### src/rtl/irq_source_unit.sv
// Interrupt source unit: pends peripheral events, masks them, and presents the
// lowest-index eligible source to the core. Optional macro: IRQ_SRC_EDGE_EN.
module irq_source_unit #(
  parameter int N_SRC = 8,
  localparam int ID_W = $clog2(N_SRC)
) (
  input  logic             clk_i,
  input  logic             rst_i,
  input  logic [N_SRC-1:0] src_i,
  input  logic             mask_we_i,
  input  logic [N_SRC-1:0] mask_wdata_i,
  input  logic             irq_ack_i,
  input  logic             irq_ret_i,
  output logic             irq_req_o,
  output logic [ID_W-1:0]  irq_id_o,
  output logic             busy_o,
  output logic [N_SRC-1:0] pending_o,
  output logic [N_SRC-1:0] mask_o
);

  typedef enum logic [1:0] {IDLE, REQ, SERVICE} state_t;

  state_t           state, state_nxt;
  logic [N_SRC-1:0] pending, mask, src_evt, eligible, ack_clr;
  logic [ID_W-1:0]  cand_id, isr_id;
  logic             any_elig, take_ack;

`ifdef IRQ_SRC_EDGE_EN
  logic [N_SRC-1:0] src_q;

  // History simply tracks src_i, which also gives the reset value it needs.
  always_ff @(posedge clk_i) begin
    src_q <= src_i;
  end

  assign src_evt = src_i & ~src_q;
`else
  assign src_evt = src_i;
`endif

  assign eligible = pending & mask;
  assign any_elig = |eligible;

  // Downward scan so the lowest eligible index is the last one written.
  always_comb begin
    cand_id = '0;
    for (int k = N_SRC - 1; k >= 0; k--) begin
      if (eligible[k]) cand_id = ID_W'(k);
    end
  end

  assign take_ack = (state == REQ) && irq_ack_i && any_elig;
  assign ack_clr  = take_ack ? (N_SRC'(1) << cand_id) : '0;

  always_ff @(posedge clk_i) begin
    if (rst_i) begin
      state   <= IDLE;
      pending <= '0;
      mask    <= '0;
      isr_id  <= '0;
    end else begin
      state   <= state_nxt;
      // A new event on the bit being acknowledged keeps it pending.
      pending <= (pending & ~ack_clr) | src_evt;
      if (mask_we_i) mask <= mask_wdata_i;
      if (take_ack) isr_id <= cand_id;
    end
  end

  always_comb begin
    state_nxt = state;
    case (state)
      IDLE:    if (any_elig) state_nxt = REQ;
      REQ: begin
        if (!any_elig)      state_nxt = IDLE;
        else if (irq_ack_i) state_nxt = SERVICE;
      end
      SERVICE: if (irq_ret_i) state_nxt = IDLE;
      default: state_nxt = IDLE;
    endcase
  end

  always_comb begin
    irq_req_o = 1'b0;
    busy_o    = 1'b0;
    irq_id_o  = '0;
    case (state)
      REQ: begin
        irq_req_o = 1'b1;
        irq_id_o  = cand_id;
      end
      SERVICE: begin
        busy_o   = 1'b1;
        irq_id_o = isr_id;
      end
      default: ;
    endcase
  end

  assign pending_o = pending;
  assign mask_o    = mask;

endmodule

### config.mk
export PLATFORM = sky130hd
export DESIGN_NAME = irq_source_unit
export DESIGN_NICKNAME = d
export VERILOG_FILES = /design/src/rtl/irq_source_unit.sv
export SDC_FILE = /design/constraint.sdc
export NUM_CORES = 1
export LEC_CHECK = 0
export CELL_PAD_IN_SITES_DETAIL_PLACEMENT = 1
export CELL_PAD_IN_SITES_GLOBAL_PLACEMENT = 1
export CORE_UTILIZATION = 46
export CTS_BUF_LIST = sky130_fd_sc_hd__clkbuf_8
export CTS_CLUSTER_DIAMETER = 30
export DETAILED_ROUTE_END_ITERATION = 7
export DONT_BUFFER_PORTS = 1
export GPL_TIMING_DRIVEN = 0
export PLACE_DENSITY = 0.82
export REMOVE_ABC_BUFFERS = 1
export SYNTH_ARGS = -nofsm -noshare
export SYNTH_HDL_FRONTEND = slang
export SYNTH_SLANG_ARGS = --single-unit
export TNS_END_PERCENT = 20
### constraint.sdc
create_clock -name clk_i -period 1.89 [get_ports clk_i]
set_input_delay 0.0945 -clock clk_i [delete_from_list [all_inputs] [get_ports clk_i]]
set_output_delay 0.0945 -clock clk_i [all_outputs]
set_load 0.02 [all_outputs]
* Yosys cells after proc, flatten, opt, wreduce, memory -nomap -nowiden
Index checks and enable logic that the tools add are counted.
Operators by class: div/mod/pow operators 0, reductions and logical operators 5, multipliers 0, shift-type cells 1, magnitude comparators 0, multiplexer cells 17, add/subtract/negate cells 0, bitwise gates (word level) 4, equal/unequal tests 5
Operators with widths (count):
- $mux W3 | 8
- $and A8 B8 Y8 | 2
- $mux W2 | 4
- $mux W8 | 1
- $not A8 Y8 | 1
- $or A8 B8 Y8 | 1
- $reduce_or A8 Y1 | 1
- $shl A1 B3 Y8 const A | 1
- $pmux W2 S3 | 1
- $pmux W3 S2 | 1
- $ne A2 B2 Y1 const B | 2
- $ne A3 B3 Y1 const B | 1
- $reduce_and A3 Y1 | 1
- $eq A2 B1 Y1 const B | 1
- $eq A2 B2 Y1 const B | 1
- $logic_and A1 B1 Y1 | 2
- $logic_not A2 Y1 | 1
- $mux W1 | 2
Word-level totals: memories 0, input bits 21, ROM bits 0, register bits after elaboration 21, bits in latches 0, RAM bits 0, word-level logic and storage cells 36

* Depth between registers and ports, before layout
depth after elaboration 14, mapped depth 8, gate-level depth less buffers 7

* Worst setup path after synthesis
No wires, ideal clock.
path kind register to register, start point register state[1], end point register pending[5], in the netlist pending_o[5], path slack 192 ps, buffers on the path 1, period minus slack after synthesis 1698 ps, setup time 132 ps, data required time 1758 ps, cell stages (with the launch flop) 9, data arrival time 1566 ps, path through dfxtp_1 > inv_1 > ha_1 > clkbuf_1 > nand2_1 > nor2_1 > nand2_1 > nor4b_2 > nor3_1
Between the ends: cells in the longest elaborated chain, start to end 7
RTL lines:
- from (decl) | line 23 | state_t state, state_nxt;
- from (signal assigned) | line 62 | state <= state_nxt;
- $eq A2 B1 Y1 | line 52 | assign take_ack = (state == REQ) && irq_ack_i && any_elig;
- $logic_and A1 B1 Y1 (2 in a row) | line 52
- $mux W8 | line 53 | assign ack_clr = take_ack ? (N_SRC'(1) << cand_id) : '0;
- $not A8 Y8 | line 64 | pending <= (pending & ~ack_clr) | src_evt;
- $and A8 B8 Y8 | line 64
- $or A8 B8 Y8 | line 64
- to (signal assigned) | line 64
- to (decl) | line 24 | logic [N_SRC-1:0] pending, mask, src_evt, eligible, ack_clr;
No other way between the ends. A chain may end at the register's enable or synchronous reset.

* Worst setup path after layout
start point register mask[0], in the netlist mask_o[0], end point register pending[4], in the netlist pending_o[4]
Between the ends: cells in the longest elaborated chain, start to end 7
RTL lines:
- from (decl) | line 24
- from (signal assigned) | line 65 | if (mask_we_i) mask <= mask_wdata_i;
- $and A8 B8 Y8 * | line 41 | assign eligible = pending & mask;
- $reduce_or A8 Y1 / $mux W3 (equally long branches) | line 42, 48
- $logic_and A1 B1 Y1 / $shl A1 B3 Y8 (equally long branches) | line 52, 53
- $mux W8 * | line 53
- $not A8 Y8 * | line 64
- $and A8 B8 Y8 * | line 64
- $or A8 B8 Y8 * | line 64
Every way passes the cells marked *; elsewhere a longest branch is shown, timed or not.

==> results.toml <==
[drt]
vias_per_cell = 6.213
drc_errors = 0
firstDrtPassIters = 4
drt-initial-drc-count = 15
routed_wl_um = 3296
avgRoutedWirePerCell_um = 20.10
ant_nets = 0
vias = 1019

[synthesis]
syn-cell-area_um2 = 1046
syn-mean-instance-area_um2 = 9.017
synth-compound-area-share = 0.1782
synth.top_cell.area_share = 0.4019
synth-simple-area-share = 0.2727
synthMuxAreaShare = 0.08612
synth-edff-count = 0
synth_warnings = 0
async_flop_share = 0
synth_seq_cells = 21
ys_types = 31
yosys.area.top_type = "dfxtp_1"
synth_fa_ha_area_frac = 0.03589
synth_top_family_by_area = "simple AND/OR/NAND/NOR gates"
ys_seq_area_frac = 0.4019
synthCells = 116
synth_ff_type = "dfxtp_1"
synthTopCellsByArea = "dfxtp_1 (40%), mux2i_1 (8.6%), nor2_1 (7.5%), nor3_1 (3.8%), ha_1 (3.6%)"
synth_xor_area_frac = 0

[sta]
clock_skew_ns = 0.004267
final-setup-viol-count = 0
max_freq_mhz = 542.0
worst_pin_slew_ns = 0.8356
setup_ws_ns = 0.04511
hold_viol = 1
period_needed_ns = 1.845
finalCritPeriodShare = 0.9761
setup_tns_ns = 0
drv_slew = 0
relSlewSlack = 0.4411
hold-worst-slack_ns = -0.01005

[die]
core-area_um2 = 2042
dieWidth_um = 49.69
start_util = 0.5123
num_rows = 16
io_pins = 42
fp.dieH_um = 49.69
die_area_um2 = 2469

[power_and_ir_drop]
peakVddDrop_mv = 0.6223
total_power_mw = 1.072
leakagePower_nw = 0.5152
power.density_nw_per_um2 = 795.0

[run]
maxCapViolCount = 0

[cells_and_area]
post-route-util = 0.6605
final_area_um2 = 1349
n_antenna_cell = 0
areaGrowthSynthToFinish_pct = 28.95
layout_commonest_cell = "nor2_1"
drive_gt1_frac = 0.2044
nets = 162
mostFrequentLayoutCells = "nor2_1 (21), dlygate4sd3_1 (16), dfxtp_1 (12), mux2i_1 (9), dfxtp_2 (9)"

[clock_tree]
clock_path_buffers = 2
htree_levels = 1
cts_root_buf = "clkbuf_8"
cts.sinks = 21
tritoncts = "yes"
path_clk_slew_ns = 0.07
clk-insertion-delay-late_ns = 0.26
numCtsBuffers = 3

[worst_setup_path]
critPathBufInv = 1
end_kind = "flop"
crit_family = "compound AO/OA/AOI/OAI gates"
worst-setup-path-type = "reg2reg"
cp_cell_sequence = "a22o_1 > a21o_1 > o221ai_4 > buf_4 > nor4_1 > nor3_1"
cpPeakStageDelay_ns = 0.46
cp_max_fo = 6
crit_arrival_ns = 1.95
critPathSlowestCell = "dfxtp_2"
startpoint_type = "flop"
worstPathRequired_ns = 2.00

[run_status]
violations = "hold timing"
status = "finished with violations"

[grt]
grt_pass1_vias = 1065
grt_use_total = 0.2626
grt_pass1_wl_um = 4788
gr-total-overflow = 0
antenna_found_initial = 0
grt_max_degree = 22

[place]
place_area_um2 = 1065
portBuffers = 0
post-place-ws_ns = -0.01092
gp_congestion = 0.7675
dp_hpwl_um = 1888

[min_path]
hold_class = "in2reg"
-- Yosys cell counts, drive strengths merged (2+ instances only) --
cell and instances:
nor2 21, a21oi 5, inv 3, clkbuf 3, nor2b 6, nor3 9
nor4b 2, dfxtp 21, a22o 4, nand3 2, nor4 2, o21ai 2
a32oi 2, mux2i 9, ha 3, a22oi 4, nand2 8
-- logic make-up after synthesis --
logic type / Yosys count
compound gates: 22
fa+ha+maj: 3
simple gates: 54
mux: 9
flops: 21
buf+inv: 7
-- worst reg2reg max path: stages (launching register included) --
cell	delay (ns)
dfxtp_2	0.46
a22o_1	0.27
a21o_1	0.16
o221ai_4	0.15
buf_4	0.16
nor4_1	0.36
nor3_1	0.13
-- final timing paths --
kind                               start                      end  cells past startpoint  slack [ns]
setup / recovery  mask_o[0]$_SDFFE_PP0P_  pending_o[4]$_SDFF_PP0_                      6        0.05
hold / removal           mask_wdata_i[3]   mask_o[3]$_SDFFE_PP0P_                      2       -0.01
setup reg to reg  mask_o[0]$_SDFFE_PP0P_  pending_o[4]$_SDFF_PP0_                      6        0.05
hold reg to reg   isr_id[0]$_SDFFE_PP0P_   isr_id[0]$_SDFFE_PP0P_                      2        0.54
-- area by class of cell --
type	count	area [um^2]
multi-input combinational	88	629.4
inverter	3	11.26
tap	27	33.78
sequential	21	431.7
timing repair buffer	21	197.7
clock buffer	3	41.29
fill	228	693.2
clock inverter	1	3.754
-- metrics by stage --
stage | instances | hold slack [ns]
after CTS | 159 | 0.00001107
after detailed placement | 139 | 0.1727
after global routing | 164 | 0.01439
after floorplan | 112 | 0.1636
final | 164 | -0.01005
after global placement | 139 | 0.1669
-- where the power goes --
| part | internal, mW | switching [mW] | total (mW) |
|---|---|---|---|
| clock | 0.145 | 0.145 | 0.290 |
| combinational | 0.117 | 0.123 | 0.240 |
| sequential | 0.475 | 0.0672 | 0.542 |
-- routing by layer --
metal	GRT usage	routed length, um	up-vias
met3	0.08333	180	20
met2	0.4910	1754	55
met4	0.09524	174	0
met1	0.2681	1188	481
li1	-	-	463
met5	0	0	-
-- sequential cells by signal (all words and copies together), names as in the netlist --
| signal | cells |
|---|---|
| isr_id | 3 |
| mask_o | 8 |
| pending_o | 8 |
| state | 2 |
-- timing repair --
item                                    CTS  global route
gates resized for setup                   6             9
hold buffers                             16             0
pin swaps                                 1             2
buffers inserted                          0             5
endpoints found under the setup margin    3             5
cloned                                    0             0
endpoints found under the hold margin    21             0
Note: power is estimated with default switching activity, not from simulation.
